--- src/rtl/mem_access_sequencer_pkg.sv ---
// rtl/mem_access_sequencer_pkg.sv - op3 codes, RAM opcodes, FSM and capture encodings
package mem_access_sequencer_pkg;

    localparam logic [5:0] OP_LD   = 6'b000000;
    localparam logic [5:0] OP_LDUB = 6'b000001;
    localparam logic [5:0] OP_LDUH = 6'b000010;
    localparam logic [5:0] OP_LDD  = 6'b000011;
    localparam logic [5:0] OP_ST   = 6'b000100;
    localparam logic [5:0] OP_STB  = 6'b000101;
    localparam logic [5:0] OP_STH  = 6'b000110;
    localparam logic [5:0] OP_STD  = 6'b000111;
    localparam logic [5:0] OP_LDSB = 6'b001001;
    localparam logic [5:0] OP_LDSH = 6'b001010;
    localparam logic [5:0] OP_SWAP = 6'b001111;

    localparam logic [5:0] RAM_LD  = 6'b000000;
    localparam logic [5:0] RAM_ST  = 6'b000100;

    localparam int DEF_MEM_BYTES      = 512;
    localparam int DEF_TIMEOUT_CYCLES = 64;

    typedef enum logic [2:0] {
        S_IDLE,
        S_ISSUE,
        S_WAIT_MFC,
        S_GAP,
        S_DONE
    } seq_state_t;

    typedef enum logic [1:0] {
        CAP_NONE,
        CAP_D0,
        CAP_D1
    } cap_sel_t;

endpackage

--- src/rtl/mem_access_sequencer_if.sv ---
// rtl/mem_access_sequencer_if.sv - CU request/response and RAM MAR/MDR handshake bundle
interface mem_access_sequencer_if;
    logic        req_valid;
    logic        req_ready;
    logic [5:0]  req_op;
    logic [31:0] req_addr;
    logic [31:0] req_wdata0;
    logic [31:0] req_wdata1;
    logic        resp_valid;
    logic        resp_error;
    logic [31:0] resp_rdata0;
    logic [31:0] resp_rdata1;
    logic        Enable;
    logic [5:0]  OpCode;
    logic [31:0] MAR_Address;
    logic [31:0] MDR_DataIn;
    logic [31:0] MDR_DataOut;
    logic        MFC;

    modport slave (
        input  req_valid, req_op, req_addr, req_wdata0, req_wdata1, MDR_DataOut, MFC,
        output req_ready, resp_valid, resp_error, resp_rdata0, resp_rdata1,
               Enable, OpCode, MAR_Address, MDR_DataIn
    );

    modport master (
        output req_valid, req_op, req_addr, req_wdata0, req_wdata1, MDR_DataOut, MFC,
        input  req_ready, resp_valid, resp_error, resp_rdata0, resp_rdata1,
               Enable, OpCode, MAR_Address, MDR_DataIn
    );
endinterface

--- src/rtl/mem_access_sequencer_decode.sv ---
// rtl/mem_access_sequencer_decode.sv - combinational op decode into per-beat RAM accesses
module mem_op_decode
    import mem_access_sequencer_pkg::*;
#(
    parameter int MEM_BYTES = DEF_MEM_BYTES
) (
    input  logic [5:0]  i_op,
    input  logic [31:0] i_addr,
    input  logic        i_beat,
    output logic        o_legal,
    output logic        o_last_beat,
    output logic [5:0]  o_opcode,
    output logic [31:0] o_beat_addr,
    output logic        o_wsel,
    output cap_sel_t    o_cap
);
    logic        w_known;
    logic        w_pair;
    logic        w_two;
    logic        w_off4;
    logic [32:0] w_end;

    always_comb begin
        w_known  = 1'b1;
        w_pair   = 1'b0;
        w_two    = 1'b0;
        w_off4   = 1'b0;
        o_opcode = i_op;
        o_wsel   = 1'b0;
        o_cap    = CAP_NONE;
        case (i_op)
            OP_LD, OP_LDUB, OP_LDUH, OP_LDSB, OP_LDSH: o_cap = CAP_D0;
            OP_ST, OP_STB, OP_STH: o_cap = CAP_NONE;
            OP_LDD: begin
                w_pair   = 1'b1;
                w_two    = 1'b1;
                w_off4   = i_beat;
                o_opcode = RAM_LD;
                o_cap    = i_beat ? CAP_D1 : CAP_D0;
            end
            OP_STD: begin
                w_pair   = 1'b1;
                w_two    = 1'b1;
                w_off4   = i_beat;
                o_opcode = RAM_ST;
                o_wsel   = i_beat;
            end
            OP_SWAP: begin
                w_two    = 1'b1;
                o_opcode = i_beat ? RAM_ST : RAM_LD;
                o_cap    = i_beat ? CAP_NONE : CAP_D0;
            end
            default: w_known = 1'b0;
        endcase

        // Range is judged on the last byte touched by the final beat.
        w_end       = {1'b0, i_addr} + (w_pair ? 33'd7 : 33'd3);
        o_legal     = w_known && (i_addr[1:0] == 2'b00) && !(w_pair && i_addr[2])
                      && (w_end < 33'(MEM_BYTES));
        o_last_beat = !w_two || i_beat;
        o_beat_addr = i_addr + (w_off4 ? 32'd4 : 32'd0);
    end
endmodule

--- src/rtl/mem_access_sequencer.sv ---
// rtl/mem_access_sequencer.sv - sequences CU load/store/SWAP requests into MAR/MDR RAM beats
module mem_access_sequencer
    import mem_access_sequencer_pkg::*;
#(
    parameter int MEM_BYTES      = DEF_MEM_BYTES,
    parameter int TIMEOUT_CYCLES = DEF_TIMEOUT_CYCLES
) (
    input  logic                   clk,
    input  logic                   reset,
    mem_access_sequencer_if.slave  bus
);
    localparam int CW = $clog2(TIMEOUT_CYCLES + 1);

    seq_state_t     r_state;
    logic           r_beat;
    logic [CW-1:0]  r_cnt;
    logic [5:0]     r_op;
    logic [31:0]    r_addr;
    logic [31:0]    r_wdata0;
    logic [31:0]    r_wdata1;
    logic           r_req_ready;
    logic           r_resp_valid;
    logic           r_resp_error;
    logic [31:0]    r_rdata0;
    logic [31:0]    r_rdata1;
    logic           r_enable;
    logic [5:0]     r_opcode;
    logic [31:0]    r_mar;
    logic [31:0]    r_mdr;

    logic [5:0]     w_dec_op;
    logic [31:0]    w_dec_addr;
    logic           w_legal;
    logic           w_last;
    logic [5:0]     w_opcode;
    logic [31:0]    w_beat_addr;
    logic           w_wsel;
    cap_sel_t       w_cap;
    logic           w_timeout;

    // Decode the live request while idle so legality is known at the accept edge.
    assign w_dec_op   = (r_state == S_IDLE) ? bus.req_op   : r_op;
    assign w_dec_addr = (r_state == S_IDLE) ? bus.req_addr : r_addr;
    assign w_timeout  = (r_cnt == CW'(TIMEOUT_CYCLES - 1));

    mem_op_decode #(.MEM_BYTES(MEM_BYTES)) u_decode (
        .i_op        (w_dec_op),
        .i_addr      (w_dec_addr),
        .i_beat      (r_beat),
        .o_legal     (w_legal),
        .o_last_beat (w_last),
        .o_opcode    (w_opcode),
        .o_beat_addr (w_beat_addr),
        .o_wsel      (w_wsel),
        .o_cap       (w_cap)
    );

    always_ff @(posedge clk) begin
        if (reset) begin
            r_state      <= S_IDLE;
            r_beat       <= 1'b0;
            r_cnt        <= '0;
            r_op         <= '0;
            r_addr       <= '0;
            r_wdata0     <= '0;
            r_wdata1     <= '0;
            r_req_ready  <= 1'b0;
            r_resp_valid <= 1'b0;
            r_resp_error <= 1'b0;
            r_rdata0     <= '0;
            r_rdata1     <= '0;
            r_enable     <= 1'b0;
            r_opcode     <= '0;
            r_mar        <= '0;
            r_mdr        <= '0;
        end else begin
            case (r_state)
                S_IDLE: begin
                    r_resp_valid <= 1'b0;
                    if (r_req_ready && bus.req_valid) begin
                        r_req_ready  <= 1'b0;
                        r_op         <= bus.req_op;
                        r_addr       <= bus.req_addr;
                        r_wdata0     <= bus.req_wdata0;
                        r_wdata1     <= bus.req_wdata1;
                        r_beat       <= 1'b0;
                        r_cnt        <= '0;
                        r_rdata0     <= '0;
                        r_rdata1     <= '0;
                        r_resp_error <= !w_legal;
                        r_resp_valid <= !w_legal;
                        r_state      <= w_legal ? S_ISSUE : S_DONE;
                    end else begin
                        r_req_ready  <= 1'b1;
                    end
                end
                S_ISSUE: begin
                    r_enable <= 1'b1;
                    r_opcode <= w_opcode;
                    r_mar    <= w_beat_addr;
                    r_mdr    <= w_wsel ? r_wdata1 : r_wdata0;
                    r_cnt    <= '0;
                    r_state  <= S_WAIT_MFC;
                end
                S_WAIT_MFC: begin
                    if (bus.MFC) begin
                        case (w_cap)
                            CAP_D0:  r_rdata0 <= bus.MDR_DataOut;
                            CAP_D1:  r_rdata1 <= bus.MDR_DataOut;
                            default: ;
                        endcase
                        r_enable <= 1'b0;
                        r_cnt    <= '0;
                        r_state  <= S_GAP;
                    end else if (w_timeout) begin
                        r_enable     <= 1'b0;
                        r_resp_error <= 1'b1;
                        r_resp_valid <= 1'b1;
                        r_state      <= S_DONE;
                    end else begin
                        r_cnt <= r_cnt + CW'(1);
                    end
                end
                S_GAP: begin
                    // The RAM re-arms only after it sees Enable low with MFC cleared.
                    if (!bus.MFC) begin
                        r_cnt <= '0;
                        if (w_last) begin
                            r_resp_valid <= 1'b1;
                            r_state      <= S_DONE;
                        end else begin
                            r_beat  <= 1'b1;
                            r_state <= S_ISSUE;
                        end
                    end else if (w_timeout) begin
                        r_resp_error <= 1'b1;
                        r_resp_valid <= 1'b1;
                        r_state      <= S_DONE;
                    end else begin
                        r_cnt <= r_cnt + CW'(1);
                    end
                end
                S_DONE: begin
                    r_resp_valid <= 1'b0;
                    r_req_ready  <= 1'b1;
                    r_state      <= S_IDLE;
                end
                default: r_state <= S_IDLE;
            endcase
        end
    end

    assign bus.req_ready   = r_req_ready;
    assign bus.resp_valid  = r_resp_valid;
    assign bus.resp_error  = r_resp_error;
    assign bus.resp_rdata0 = r_rdata0;
    assign bus.resp_rdata1 = r_rdata1;
    assign bus.Enable      = r_enable;
    assign bus.OpCode      = r_opcode;
    assign bus.MAR_Address = r_mar;
    assign bus.MDR_DataIn  = r_mdr;
endmodule
--- src/flat_wrapper.sv ---
// flat-port wrapper written by rule: the top's interface ports become plain ports
module mem_access_sequencer_flat import mem_access_sequencer_pkg::*;
#(
    parameter int MEM_BYTES      = DEF_MEM_BYTES,
    parameter int TIMEOUT_CYCLES = DEF_TIMEOUT_CYCLES
)
  (clk, reset, bus_req_valid, bus_req_op, bus_req_addr, bus_req_wdata0, bus_req_wdata1, bus_MDR_DataOut, bus_MFC, bus_req_ready, bus_resp_valid, bus_resp_error, bus_resp_rdata0, bus_resp_rdata1, bus_Enable, bus_OpCode, bus_MAR_Address, bus_MDR_DataIn);
  mem_access_sequencer_if bus_i ();
  input  logic clk;
  input  logic reset;
  input wire logic [$bits(bus_i.req_valid)-1:0] bus_req_valid;
  input wire logic [$bits(bus_i.req_op)-1:0] bus_req_op;
  input wire logic [$bits(bus_i.req_addr)-1:0] bus_req_addr;
  input wire logic [$bits(bus_i.req_wdata0)-1:0] bus_req_wdata0;
  input wire logic [$bits(bus_i.req_wdata1)-1:0] bus_req_wdata1;
  input wire logic [$bits(bus_i.MDR_DataOut)-1:0] bus_MDR_DataOut;
  input wire logic [$bits(bus_i.MFC)-1:0] bus_MFC;
  output wire logic [$bits(bus_i.req_ready)-1:0] bus_req_ready;
  output wire logic [$bits(bus_i.resp_valid)-1:0] bus_resp_valid;
  output wire logic [$bits(bus_i.resp_error)-1:0] bus_resp_error;
  output wire logic [$bits(bus_i.resp_rdata0)-1:0] bus_resp_rdata0;
  output wire logic [$bits(bus_i.resp_rdata1)-1:0] bus_resp_rdata1;
  output wire logic [$bits(bus_i.Enable)-1:0] bus_Enable;
  output wire logic [$bits(bus_i.OpCode)-1:0] bus_OpCode;
  output wire logic [$bits(bus_i.MAR_Address)-1:0] bus_MAR_Address;
  output wire logic [$bits(bus_i.MDR_DataIn)-1:0] bus_MDR_DataIn;
  assign bus_i.req_valid = bus_req_valid;
  assign bus_i.req_op = bus_req_op;
  assign bus_i.req_addr = bus_req_addr;
  assign bus_i.req_wdata0 = bus_req_wdata0;
  assign bus_i.req_wdata1 = bus_req_wdata1;
  assign bus_i.MDR_DataOut = bus_MDR_DataOut;
  assign bus_i.MFC = bus_MFC;
  assign bus_req_ready = bus_i.req_ready;
  assign bus_resp_valid = bus_i.resp_valid;
  assign bus_resp_error = bus_i.resp_error;
  assign bus_resp_rdata0 = bus_i.resp_rdata0;
  assign bus_resp_rdata1 = bus_i.resp_rdata1;
  assign bus_Enable = bus_i.Enable;
  assign bus_OpCode = bus_i.OpCode;
  assign bus_MAR_Address = bus_i.MAR_Address;
  assign bus_MDR_DataIn = bus_i.MDR_DataIn;
  mem_access_sequencer #(.MEM_BYTES(MEM_BYTES), .TIMEOUT_CYCLES(TIMEOUT_CYCLES)) u_core (.clk(clk), .reset(reset), .bus(bus_i));
endmodule
--- config.mk ---
export PLATFORM = sky130hd
export DESIGN_NAME = mem_access_sequencer_flat
export DESIGN_NICKNAME = d
export VERILOG_FILES = /design/src/rtl/mem_access_sequencer_pkg.sv /design/src/rtl/mem_access_sequencer_if.sv /design/src/rtl/mem_access_sequencer_decode.sv /design/src/rtl/mem_access_sequencer.sv /design/src/flat_wrapper.sv
export SDC_FILE = /design/constraint.sdc
export NUM_CORES = 1
export LEC_CHECK = 0
export ABC_AREA = 1
export CORE_ASPECT_RATIO = 1.25
export CORE_UTILIZATION = 45
export CTS_CLUSTER_DIAMETER = 50
export DETAILED_ROUTE_END_ITERATION = 7
export HOLD_SLACK_MARGIN = 0.15
export MAX_ROUTING_LAYER = met4
export PLACE_DENSITY_LB_ADDON = 0.12
export SYNTH_ARGS = -nofsm -noshare
export SYNTH_HDL_FRONTEND = slang
export SYNTH_SLANG_ARGS = --single-unit
--- constraint.sdc ---
create_clock -name clk -period 3.2 [get_ports clk]
set_input_delay 0.64 -clock clk [delete_from_list [all_inputs] [get_ports clk]]
set_output_delay 0.64 -clock clk [all_outputs]
set_load 0.1 [all_outputs]
# == Word-level counts from Yosys, hierarchy flattened ==
# Index checks and enable logic that the tools add are counted.
# classes
add_sub_neg,3
n_mul,0
div,0
order_cmp,1
eq_ne,27
shifts,0
mux,54
n_bitwise,0
n_reduce_logical,31
# ops
operator,count
$mux 32,7
$pmux 32 s2,2
$add 32x3->33,1
$lt 33x10->1 const B,1
$add 32x3->32,1
$mux 7,4
$pmux 7 s4,1
$mux 3,9
$eq 6x3->1 const B,4
$mux 1,21
$eq 6x4->1 const B,3
$pmux 6 s3,1
$ne 2x2->1 const B,8
$reduce_and 4->1,4
$eq 6x2->1 const B,2
$pmux 3 s4,1
$reduce_or 11->1,1
$reduce_bool 2->1,4
$reduce_bool 4->1,2
$add 7x1->7 const B,1
$eq 7x6->1 const B,1
$eq 3x2->1 const B,2
$eq 6x1->1 const B,1
$logic_not 6->1,1
23 further kinds,33
# word_totals
regBits,251
latchBits,0
ramBits,0
mem_bits_ro,0
in_bits,138
memories,0

# == Depth between registers and ports, before layout ==
# Gate-level depths: netlist of the first run.
# depth
word_depth,12
mapped_depth,26

# == By module ==
# Synthesis of the first run repeated with hierarchy kept, for this count alone.
# hier_totals
hier_cells,1707
hier_area_um2,11753.8
# by_module_without_submodules
module,instances,cells_each,area_per_inst_um2
mem_access_sequencer,1,1352,10060.9
mem_op_decode,1,355,1692.9

# == Worst setup path after synthesis of the first run ==
# OpenSTA, ideal clock, no wires.
# synth_path
kind,register to register
start,register u_core.r_state[0]
end,register u_core.r_mar[18] (netlist: u_core.bus.MAR_Address[18])
setup_time_ps,119
arrival_time_ps,2592
t_required_ps,3081
setup_slack_ps,489
path_stages_with_launch,20
path_buffers,1
synth_period_minus_slack_ps,2711
cell_sequence,dfxtp_1 > nor2_4 > nand2_2 > buf_6 > o21ai_1 > nand2_1 > nor2_1 > inv_2 > nor3_4 > ha_1 > ha_1 > inv_1 > nor2_1 > inv_1 > nor2_1 > nand2_1 > nor3_1 > nor2_1 > o221ai_1 > inv_1
# synth_between
elab_chain_len,7
# synth_rtl
item,line,source
"start, declared",mem_access_sequencer.sv:14,seq_state_t r_state;
"start signal, assigned",mem_access_sequencer.sv:92,r_state <= w_legal ? S_ISSUE : S_DONE;
$logic_not 3->1,"mem_access_sequencer.sv:42, mem_access_sequencer.sv:43",
$mux 6,mem_access_sequencer.sv:42,assign w_dec_op = (r_state == S_IDLE) ? bus.req_op : r_op;
$eq 6x3->1 / $eq 6x2->1 (equally long branches),mem_access_sequencer_decode.sv:31,case (i_op)
$reduce_or 2->1 (no line),n/a,
$mux 1,mem_access_sequencer_decode.sv:31,
$mux 3,mem_access_sequencer_decode.sv:61,o_beat_addr = i_addr + (w_off4 ? 32'd4 : 32'd0);
$add 32x3->32,mem_access_sequencer_decode.sv:61,
"end signal, assigned",mem_access_sequencer.sv:100,r_mar <= w_beat_addr;
"end, declared",mem_access_sequencer.sv:28,logic [31:0] r_mar;
# Parallel ways exist; a longest one is shown, timed or not.
# A chain may end at the register's enable or synchronous reset.

# == Worst setup path in the final report of the first run ==
# layout_path
start,register u_core.r_state[1]
end,register u_core.r_resp_valid (netlist: u_core.bus.resp_valid)
# layout_between
elab_chain_len,12
# layout_rtl
item,line,source
$logic_not 3->1,"mem_access_sequencer.sv:42, mem_access_sequencer.sv:43, mem_access_sequencer.sv:77",
$mux 6,mem_access_sequencer.sv:42,
$eq 6x3->1 / $eq 6x2->1 (equally long branches),mem_access_sequencer_decode.sv:31,
$reduce_or 2->1 (no line),n/a,
$mux 1,mem_access_sequencer_decode.sv:31,
$mux 3 / $logic_and 1x1->1 (equally long branches),"mem_access_sequencer_decode.sv:57, mem_access_sequencer_decode.sv:58",
$add 32x3->33 / $logic_not 1->1 (equally long branches),"mem_access_sequencer_decode.sv:57, mem_access_sequencer_decode.sv:58",
$lt 33x10->1 / $logic_and 1x1->1 (equally long branches),"mem_access_sequencer_decode.sv:59, mem_access_sequencer_decode.sv:58",
$logic_and 1x1->1,mem_access_sequencer_decode.sv:59,&& (w_end < 33'(MEM_BYTES));
$logic_not 1->1,mem_access_sequencer.sv:91,r_resp_valid <= !w_legal;
$mux 1,mem_access_sequencer.sv:80,if (r_req_ready && bus.req_valid) begin
$pmux 1 s4,mem_access_sequencer.sv:77,case (r_state)
"end signal, assigned",mem_access_sequencer.sv:91,
"end, declared",mem_access_sequencer.sv:22,logic r_resp_valid;
# Parallel ways exist; a longest one is shown, timed or not.

==> metrics.yaml, run 1 <==
instances_no_fill: 2363
root_buffer: "clkbuf_16"
clock_power_share: 0.393
internal-power_w: 0.00566
vias: 12100
clkTransAtPathRegs_ps: 60
synthCells: 1716
io_buffers: 275
place_inst: 2310
post-route-min-period_ps: 2970
final_util: 0.623
cts.sinks: 251
worstPathRequired_ps: 3630
mostFrequentLayoutCell: "nor2_1"
grt_pass1_wl_um: 60100
drt.antenna.violating_nets: 0
synth_area_um2: 11600
pin_count: 276
diodes: 0
rows: 65
relSlewSlack: 0.485
synthToLayoutAreaGrowth_pct: 35.7
first_pass_iters: 5
rsz0062_at_grt: "yes"
power.share.combinational: 0.199
final_cell_mix: "nor2_1 (320), nand2_1 (308), dfxtp_1 (250)"
worstPathArrival_ps: 3410
fin_skew_ps: 12.7
dpl.hpwl_um: 27100
start_kind: "flop"
grtUsageTotal: 0.291
grt_pass1_vias: 11600
hold_viol: 0
synth_fp_nets: 1858
worst_pin_slew_ps: 773
drt-vias-per-instance: 5.12
ir_drop_mv: 0.458
synth_seq_cells: 251
power_frac_seq: 0.408
cts_max_path_buffers: 3
ys_seq_area_frac: 0.434
drv_cap: 0
clk_latency_ps: 560
p_per_area_nw_per_um2: 525
numCtsBuffers: 29
route.detailed.drc: 0
end_kind: "flop"
maxSlewViolCount: 0
path_class: "reg2reg"
overflow: 0
finalWorstSetupSlack_ps: 229
grt_max_degree: 112
die_area_um2: 26400
cts_tree: "yes"
finalCritPeriodShare: 0.928
h-tree-depth: 1
routed_wl_um: 37800
nets: 2149
path_max_fanout: 11
coreArea_um2: 25200
die_h_um: 181
max_freq_ghz: 0.337
ys_types: 35
drt_iter0_drc: 583
syn_avg_cell_area_um2: 6.74
sw_frac_of_total: 0.314
min_path_type: "reg2reg"
layout-drive-gt1-share: 0.153
leakage_nw: 6.99
start_util: 0.459
die_x_um: 145
yosysWarningCount: 0
setup_viol: 0
gp_congestion: 1.03
fin_hold_ws_ps: 452
status: "finished clean"
p_sw_w: 0.00259
wire_per_inst_um: 16.0
cts_hold_buf: 0
antenna_found_initial: 0
place_ws_ps: -346
-- area by class of cell --
class / count / area [um^2]
clock inverters: 14 / 135
well taps: 335 / 419
flip-flops and latches: 251 / 5030
repair buffers: 357 / 3100
inverters: 174 / 659
multi-input cells: 1194 / 5550
fillers: 2396 / 9510
clock buffers: 38 / 810
-- path summary, 6_finish.rpt --
kind | from | slack [ps] | endpoint | cells after the start
worst min register to register | u_core.r_wdata0[5] | 450 | u_core.r_wdata0[5] | 2
worst max register to register | u_core.r_state[1] | 230 | u_core.bus.resp_valid | 21
worst min-delay path | u_core.r_wdata0[5] | 450 | u_core.r_wdata0[5] | 2
worst max-delay path | u_core.r_state[1] | 230 | u_core.bus.resp_valid | 21
-- power groups by stage --
| stage | Sequential [W] | Combinational, W | Clock, W |
|---|---|---|---|
| 2_1_floorplan | 0.00393 | 0.000557 | 0 |
| 3_3_place_gp | 0.00342 | 0.00161 | 0 |
| 3_5_place_dp | 0.00343 | 0.00162 | 0 |
| 4_1_cts | 0.00336 | 0.00163 | 0.00330 |
| 5_1_grt | 0.00338 | 0.00176 | 0.00344 |
| 6_report | 0.00336 | 0.00164 | 0.00324 |
-- flip-flops by register name, indices dropped and copies added (netlist names) --
register                count
u_core.bus.req_ready        1
u_core.bus.resp_rdata0     32
u_core.r_wdata0            32
u_core.bus.resp_valid       1
u_core.bus.MDR_DataIn      32
u_core.r_addr              32
u_core.bus.resp_error       1
u_core.bus.Enable           1
u_core.r_beat               1
u_core.bus.MAR_Address     32
u_core.r_state              3
u_core.r_op                 6
u_core.r_wdata1            32
u_core.r_cnt                7
u_core.bus.resp_rdata1     32
u_core.bus.OpCode           6
-- stage by stage --
| step | setup TNS (ps) | instance area (um^2) | total power, W |
|---|---|---|---|
| after floorplan | 0 | 11600 | 0.00449 |
| after global placement | -1590 | 14700 | 0.00504 |
| after detailed placement | -2700 | 14700 | 0.00505 |
| after CTS | 0 | 15600 | 0.00829 |
| after global routing | -105 | 15700 | 0.00857 |
| final | 0 | 15700 | 0.00824 |
-- layer usage --
layer	global-route usage	routed length [um]
met1	0.343	15900
met4	0.111	1350
met3	0.0424	2150
met5	-	0
met2	0.498	18400
-- what timing repair did --
item / 4_1_cts / 5_1_grt
gates cloned: 0 / 0
pin swaps: 0 / 3
resized for setup: 1 / 29
endpoints found under the setup margin: 3 / 12
setup buffers: 0 / 1
-- synthesized netlist by cell type (all sizes together) --
cell / number / area (um^2)
buf: 30 / 189
a211oi: 5 / 37.5
a21oi: 142 / 711
nand3b: 11 / 82.6
dfxtp: 251 / 5020
nor4: 3 / 18.8
o31ai: 2 / 15.0
and3: 2 / 12.5
nand4: 5 / 31.3
a31oi: 3 / 18.8
o21a: 3 / 22.5
ha: 4 / 50.1
clkbuf: 67 / 251
o221ai: 12 / 105
nor3: 7 / 46.3
inv: 173 / 649
o211ai: 6 / 45.0
xnor2: 3 / 26.3
nor2: 340 / 1310
xor2: 11 / 96.3
nand2: 313 / 1180
o21ai: 232 / 1160
nand3: 79 / 395
clkinv: 1 / 3.75
a311oi: 1 / 8.76
o21bai: 10 / 75.1
-- worst max-delay path, cell delays in order (launching register included) --
cell	delay [ps]
dfxtp_1	340
nor2_4	200
nand2_8	130
o21ai_2	190
nand2_2	110
nor2_2	180
inv_2	80
nor2_1	90
ha_1	170
inv_1	70
nor2_2	140
inv_1	60
nand2_2	100
nand2_4	90
o21ai_0	160
nand2_1	80
nor2_1	110
nand3_1	120
nor2_1	160
nand2_1	110
nand2_1	70
a21oi_1	60
-- cell families (layout without fill, tap and decap cells) --
family	count (synthesis)	in the layout	synth area share
compound gates	416	416	0.190
xor+xnor	14	14	0.0106
fa+ha+maj	4	4	0.00433
buf+inv	271	583	0.0945
simple gates	760	760	0.266
flops	251	251	0.434
(Power assumes the default switching activity.)
==> run 2: changes to the inputs <==
--- a/config.mk
+++ b/config.mk
@@ -6,9 +6,9 @@
 export NUM_CORES = 1
 export LEC_CHECK = 0
 export ABC_AREA = 1
+export ABC_CLOCK_PERIOD_IN_PS = 3200
 export CORE_ASPECT_RATIO = 1.25
 export CORE_UTILIZATION = 45
-export CTS_CLUSTER_DIAMETER = 50
 export DETAILED_ROUTE_END_ITERATION = 7
 export HOLD_SLACK_MARGIN = 0.15
 export MAX_ROUTING_LAYER = met4
==> run 2 against run 1 <==
Against the previous run: largest power group unchanged; sequential share of layout area up 0.18 points; combinational power about the same; critical path type unchanged; highest routed layer unchanged; power down 2.7%; hold slack worse by 1.2 ps.
==> metrics.yaml, run 2 (synthesis gave the netlist of run 1 again) <==
status: "finished clean"  # unchanged
worstPathArrival_ps: 3480  # was 3410 ps
setup_viol: 0  # unchanged
p_per_area_nw_per_um2: 513  # was 525 nW/um^2
io_buffers: 275  # unchanged
start_kind: "flop"  # unchanged
multi_input_area_um2: 5550  # about the same
cts_max_path_buffers: 3  # unchanged
hold_viol: 0  # unchanged
grt_pass1_vias: 11500  # was 11,600
final_util: 0.619  # was 0.623
grt_max_degree: 112  # unchanged
min_path_type: "reg2reg"  # unchanged
diodes: 0  # unchanged
post-route-min-period_ps: 3040  # was 2970 ps
coreArea_um2: 25200  # unchanged
layout-drive-gt1-share: 0.151  # was 0.153
start_util: 0.459  # unchanged
cts_tree: "yes"  # unchanged
fill_cells: 2402  # was 2,396
worstPathRequired_ps: 3630  # about the same
first_pass_iters: 5  # unchanged
grt_pass1_wl_um: 60100  # about the same
routed_wl_um: 37700  # was 37,800 um
h-tree-depth: 1  # unchanged
rows: 65  # unchanged
worst_pin_slew_ps: 773  # about the same
clkTransAtPathRegs_ps: 60  # about the same
die_h_um: 181  # unchanged
cts_hold_buf: 0  # unchanged
fin_hold_ws_ps: 451  # was 452 ps
path_max_fanout: 40  # was 11
fin_skew_ps: 9.86  # was 12.7 ps
vias: 12100  # about the same
die_x_um: 145  # unchanged
end_kind: "flop"  # unchanged
wire_per_inst_um: 16.0  # about the same
gp_congestion: 1.03  # unchanged
drt.antenna.violating_nets: 0  # unchanged
finalCritPeriodShare: 0.951  # was 0.928
drv_cap: 0  # unchanged
drt-vias-per-instance: 5.13  # was 5.12
route.detailed.drc: 0  # unchanged
root_buffer: "clkbuf_16"  # unchanged
drt_iter0_drc: 616  # was 583
max_freq_ghz: 0.329  # was 0.337 GHz
maxSlewViolCount: 0  # unchanged
final_cell_mix: "nor2_1 (320), nand2_1 (308), dfxtp_1 (250)"  # unchanged
ir_drop_mv: 0.459  # was 0.458 mV
rsz0062_at_grt: "yes"  # unchanged
grtUsageTotal: 0.290  # was 0.291
synthToLayoutAreaGrowth_pct: 35.0  # was 35.7%
regArea_um2: 5030  # unchanged
antenna_found_initial: 0  # unchanged
overflow: 0  # unchanged
path_class: "reg2reg"  # unchanged
die_area_um2: 26400  # unchanged
clk_latency_ps: 540  # was 560 ps
mostFrequentLayoutCell: "nor2_1"  # unchanged
relSlewSlack: 0.485  # about the same
nets: 2146  # was 2,149
numCtsBuffers: 26  # was 29
dpl.hpwl_um: 27100  # unchanged
leakage_nw: 6.97  # was 6.99 nW
cts.sinks: 251  # unchanged
pin_count: 276  # unchanged
## run 2: metal layers
metal	up-vias	share of wire	GRT usage
met5	-	0	-
met4	0	0.038	0.109
met3	86	0.057	0.0389
met2	374	0.48	0.496
met1	5511	0.42	0.347
li1	6117	-	-
## run 2: power breakdown
| group | switching, W | total (W) | internal [W] |
|---|---|---|---|
| registers | 0.0000725 | 0.00336 | 0.00329 |
| clock network | 0.00129 | 0.00302 | 0.00173 |
| logic | 0.00115 | 0.00164 | 0.000493 |
| total | 0.00251 | 0.00802 | 0.00551 |
## run 2: path summary, 6_finish.rpt
kind | cells past startpoint | slack [ps] | to | startpoint
max | 17 | 160 | u_core.bus.resp_valid | u_core.r_state[1]
max reg2reg | 17 | 160 | u_core.bus.resp_valid | u_core.r_state[1]
min reg2reg | 2 | 450 | u_core.r_wdata0[5] | u_core.r_wdata0[5]
min | 2 | 450 | u_core.r_wdata0[5] | u_core.r_wdata0[5]
## run 2: per-stage QoR
stage	setup WS, ps	TNS, ps	std cells	total power (W)	area [um^2]
3_5_place_dp	-346	-2700	2310	0.00505	14700
6_report	158	0	2357	0.00802	15600
2_1_floorplan	489	0	1716	0.00449	11600
5_1_grt	-47.3	-121	2357	0.00833	15600
3_3_place_gp	-260	-1590	2310	0.00504	14700
4_1_cts	66.2	0	2356	0.00805	15500
## run 2: cell type report
type | count | area share
multi-input combinational | 1194 | 0.355
sequential | 251 | 0.322
timing repair buffer | 357 | 0.198
clock buffer | 38 | 0.0510
inverter | 174 | 0.0422
tap | 335 | 0.0268
clock inverter | 8 | 0.00457
## run 2: what timing repair did
item                                    CTS  global route
gates resized for setup                   1            24
pin swaps                                 0             3
setup buffers                             0             1
endpoints found under the setup margin    3            11
## run 2: critical path, stage by stage (launching register included)
cell,delay [ps]
dfxtp_1,350
nor2_4,190
buf_6,340
nand3_1,110
nand2_1,230
nand2_1,210
nor2_2,300
nand2_1,170
nor2_1,240
nand2_1,90
nand2_1,60
nand2_1,50
nor2_1,80
nand3_1,70
nor2_1,140
nand2_1,110
nand2_1,80
a21oi_1,60
==> run 3: changes to the inputs <==
--- a/config.mk
+++ b/config.mk
@@ -12,7 +12,8 @@
 export DETAILED_ROUTE_END_ITERATION = 7
 export HOLD_SLACK_MARGIN = 0.15
 export MAX_ROUTING_LAYER = met4
-export PLACE_DENSITY_LB_ADDON = 0.12
+export PLACE_DENSITY = 0.73
 export SYNTH_ARGS = -nofsm -noshare
 export SYNTH_HDL_FRONTEND = slang
 export SYNTH_SLANG_ARGS = --single-unit
+export TNS_END_PERCENT = 100
==> run 3 against run 2 <==
Against the previous run: maximum frequency grew 1.3%; sequential power is essentially flat; largest cell class unchanged; setup slack improved by 38 ps; critical path type unchanged; power rose by 3.6%; clock power is 8.6% higher; combinational power about the same.
==> metrics.yaml, run 3 (synthesis gave the netlist of run 1 again) <==
die_h_um: 181  # unchanged
grt_max_degree: 109  # was 112
min_path_type: "reg2reg"  # unchanged
place_inst: 2320  # was 2,310
worst_pin_slew_ps: 818  # was 773 ps
antenna_found_initial: 0  # unchanged
rrSetupSlack_ps: 200  # was 160 ps
nets: 2158  # was 2,146
clkTransAtPathRegs_ps: 60  # about the same
drt_iter0_drc: 644  # was 616
cts_max_path_buffers: 3  # unchanged
final_cell_mix: "nor2_1 (320), nand2_1 (308), dfxtp_1 (251)"  # was nor2_1 (320), nand2_1 (308), dfxtp_1 (250)
leakage_nw: 7.06  # was 6.97 nW
overflow: 0  # unchanged
maxSlewViolCount: 0  # unchanged
wire_per_inst_um: 16.0  # about the same
cp.buffers_inverters: 4  # was 1
fill_cells: 2397  # was 2,402
status: "finished clean"  # unchanged
pin_count: 276  # unchanged
fin_hold_ws_ps: 450  # was 451 ps
drt.antenna.violating_nets: 0  # unchanged
clk_latency_ps: 540  # about the same
grt_pass1_wl_um: 60000  # was 60,100 um
grt_pass1_vias: 11600  # was 11,500
fin_skew_ps: 8.80  # was 9.86 ps
die_area_um2: 26400  # unchanged
coreArea_um2: 25200  # unchanged
numCtsBuffers: 26  # unchanged
path_max_fanout: 15  # was 40
worstPathArrival_ps: 3430  # was 3480 ps
ir_drop_mv: 0.421  # was 0.459 mV
routed_wl_um: 38000  # was 37,700 um
cts_tree: "yes"  # unchanged
path_class: "reg2reg"  # unchanged
die_x_um: 145  # unchanged
worstPathRequired_ps: 3630  # about the same
path_cells: "nor2_4, nand2_8, o21ai_2, nand2_1, nor2_2, inv_2, nor3_4, ha_1, ha_1, inv_1, nor2_1, inv_1, nor2_1, nand2_1, nor3_1, nor2_1, o221ai_1, inv_1"  # was nor2_4, buf_6, nand3_1, nand2_1, nand2_1, nor2_2, nand2_1, nor2_1, nand2_1, nand2_1, nand2_1, nor2_1, nand3_1, nor2_1, nand2_1, nand2_1, a21oi_1
finalCritPeriodShare: 0.939  # was 0.951
gp_congestion: 0.983  # was 1.03
final_util: 0.626  # was 0.619
vias: 12100  # about the same
route.detailed.drc: 0  # unchanged
drv_cap: 0  # unchanged
root_buffer: "clkbuf_16"  # unchanged
drt-vias-per-instance: 5.11  # was 5.13
first_pass_iters: 5  # unchanged
grtUsageTotal: 0.290  # about the same
total_power_w: 0.00830  # was 0.00802 W
crit_path_top_delay_cell: "dfxtp_1"  # unchanged
synthToLayoutAreaGrowth_pct: 36.4  # was 35.0%
layout-drive-gt1-share: 0.155  # was 0.151
hold_viol: 0  # unchanged
slowest_delay_ps: 350  # about the same
max_freq_ghz: 0.333  # was 0.329 GHz
diodes: 0  # unchanged
instances_no_fill: 2369  # was 2,357
io_buffers: 275  # unchanged
dpl.hpwl_um: 27100  # about the same
post-route-min-period_ps: 3000  # was 3040 ps
start_util: 0.459  # unchanged
mostFrequentLayoutCell: "nor2_1"  # unchanged
relSlewSlack: 0.455  # was 0.485
end_kind: "flop"  # unchanged
h-tree-depth: 1  # unchanged
cts.sinks: 251  # unchanged
cp_top_family: "simple AND/OR/NAND/NOR gates"  # unchanged
p_per_area_nw_per_um2: 526  # was 513 nW/um^2
rows: 65  # unchanged
setup_viol: 0  # unchanged
start_kind: "flop"  # unchanged
[run 3: layer usage]
| layer | GRT usage | wire length (um) | vias to the layer above |
|---|---|---|---|
| li1 | - | - | 6123 |
| met4 | 0.0699 | 767 | 0 |
| met1 | 0.353 | 16200 | 5534 |
| met2 | 0.500 | 18400 | 401 |
| met3 | 0.0449 | 2600 | 52 |
| met5 | - | 0 | - |
[run 3: worst register-to-register path: stages (launching register included)]
cell      delay, ps
dfxtp_1         350
nor2_4          200
nand2_8         120
o21ai_2         170
nand2_1         140
nor2_2          160
inv_2            80
nor3_4          120
ha_1            230
ha_1            180
inv_1            60
nor2_1          170
inv_1            80
nor2_1          220
nand2_1         110
nor3_1          210
nor2_1           70
o221ai_1        170
inv_1            60
[run 3: cell type report]
| type | instances | area, um^2 | share of cell area |
|---|---|---|---|
| timing repair buffer | 369 | 3200 | 0.203 |
| tap | 335 | 419 | 0.0266 |
| clock inverter | 9 | 156 | 0.00991 |
| multi-input combinational | 1194 | 5540 | 0.351 |
| inverter | 174 | 657 | 0.0416 |
| sequential | 251 | 5020 | 0.318 |
| clock buffer | 37 | 782 | 0.0496 |
[run 3: stage by stage]
stage | setup slack (ps) | instance area [um^2] | TNS (ps)
floorplan | 489 | 11600 | 0
global placement | -249 | 14700 | -1790
detailed placement | -304 | 14700 | -2870
CTS | 105 | 15700 | 0
global route | -5.78 | 15800 | -6.68
finish | 196 | 15800 | 0
[run 3: power breakdown]
| part | leakage (nW) | switching [W] | internal, W |
|---|---|---|---|
| combinational | 4.55 | 0.00115 | 0.000507 |
| clock | 0.467 | 0.00126 | 0.00201 |
| sequential | 2.05 | 0.0000744 | 0.00329 |
| total | 7.06 | 0.00249 | 0.00581 |
[run 3: final timing paths]
check	start	to	cells past startpoint
worst max-delay path	u_core.r_state[1]	u_core.bus.MAR_Address[18]	18
worst min-delay path	u_core.r_wdata0[13]	u_core.r_wdata0[13]	2
worst max register to register	u_core.r_state[1]	u_core.bus.MAR_Address[18]	18
worst min register to register	u_core.r_wdata0[13]	u_core.r_wdata0[13]	2
[run 3: repair_timing]
item | 4_1_cts | 5_1_grt
resized for setup | 1 | 22
hold buffers | 0 | 0
buffers inserted | 0 | 3
pin swaps | 0 | 7
endpoints found under the setup margin | 2 | 12
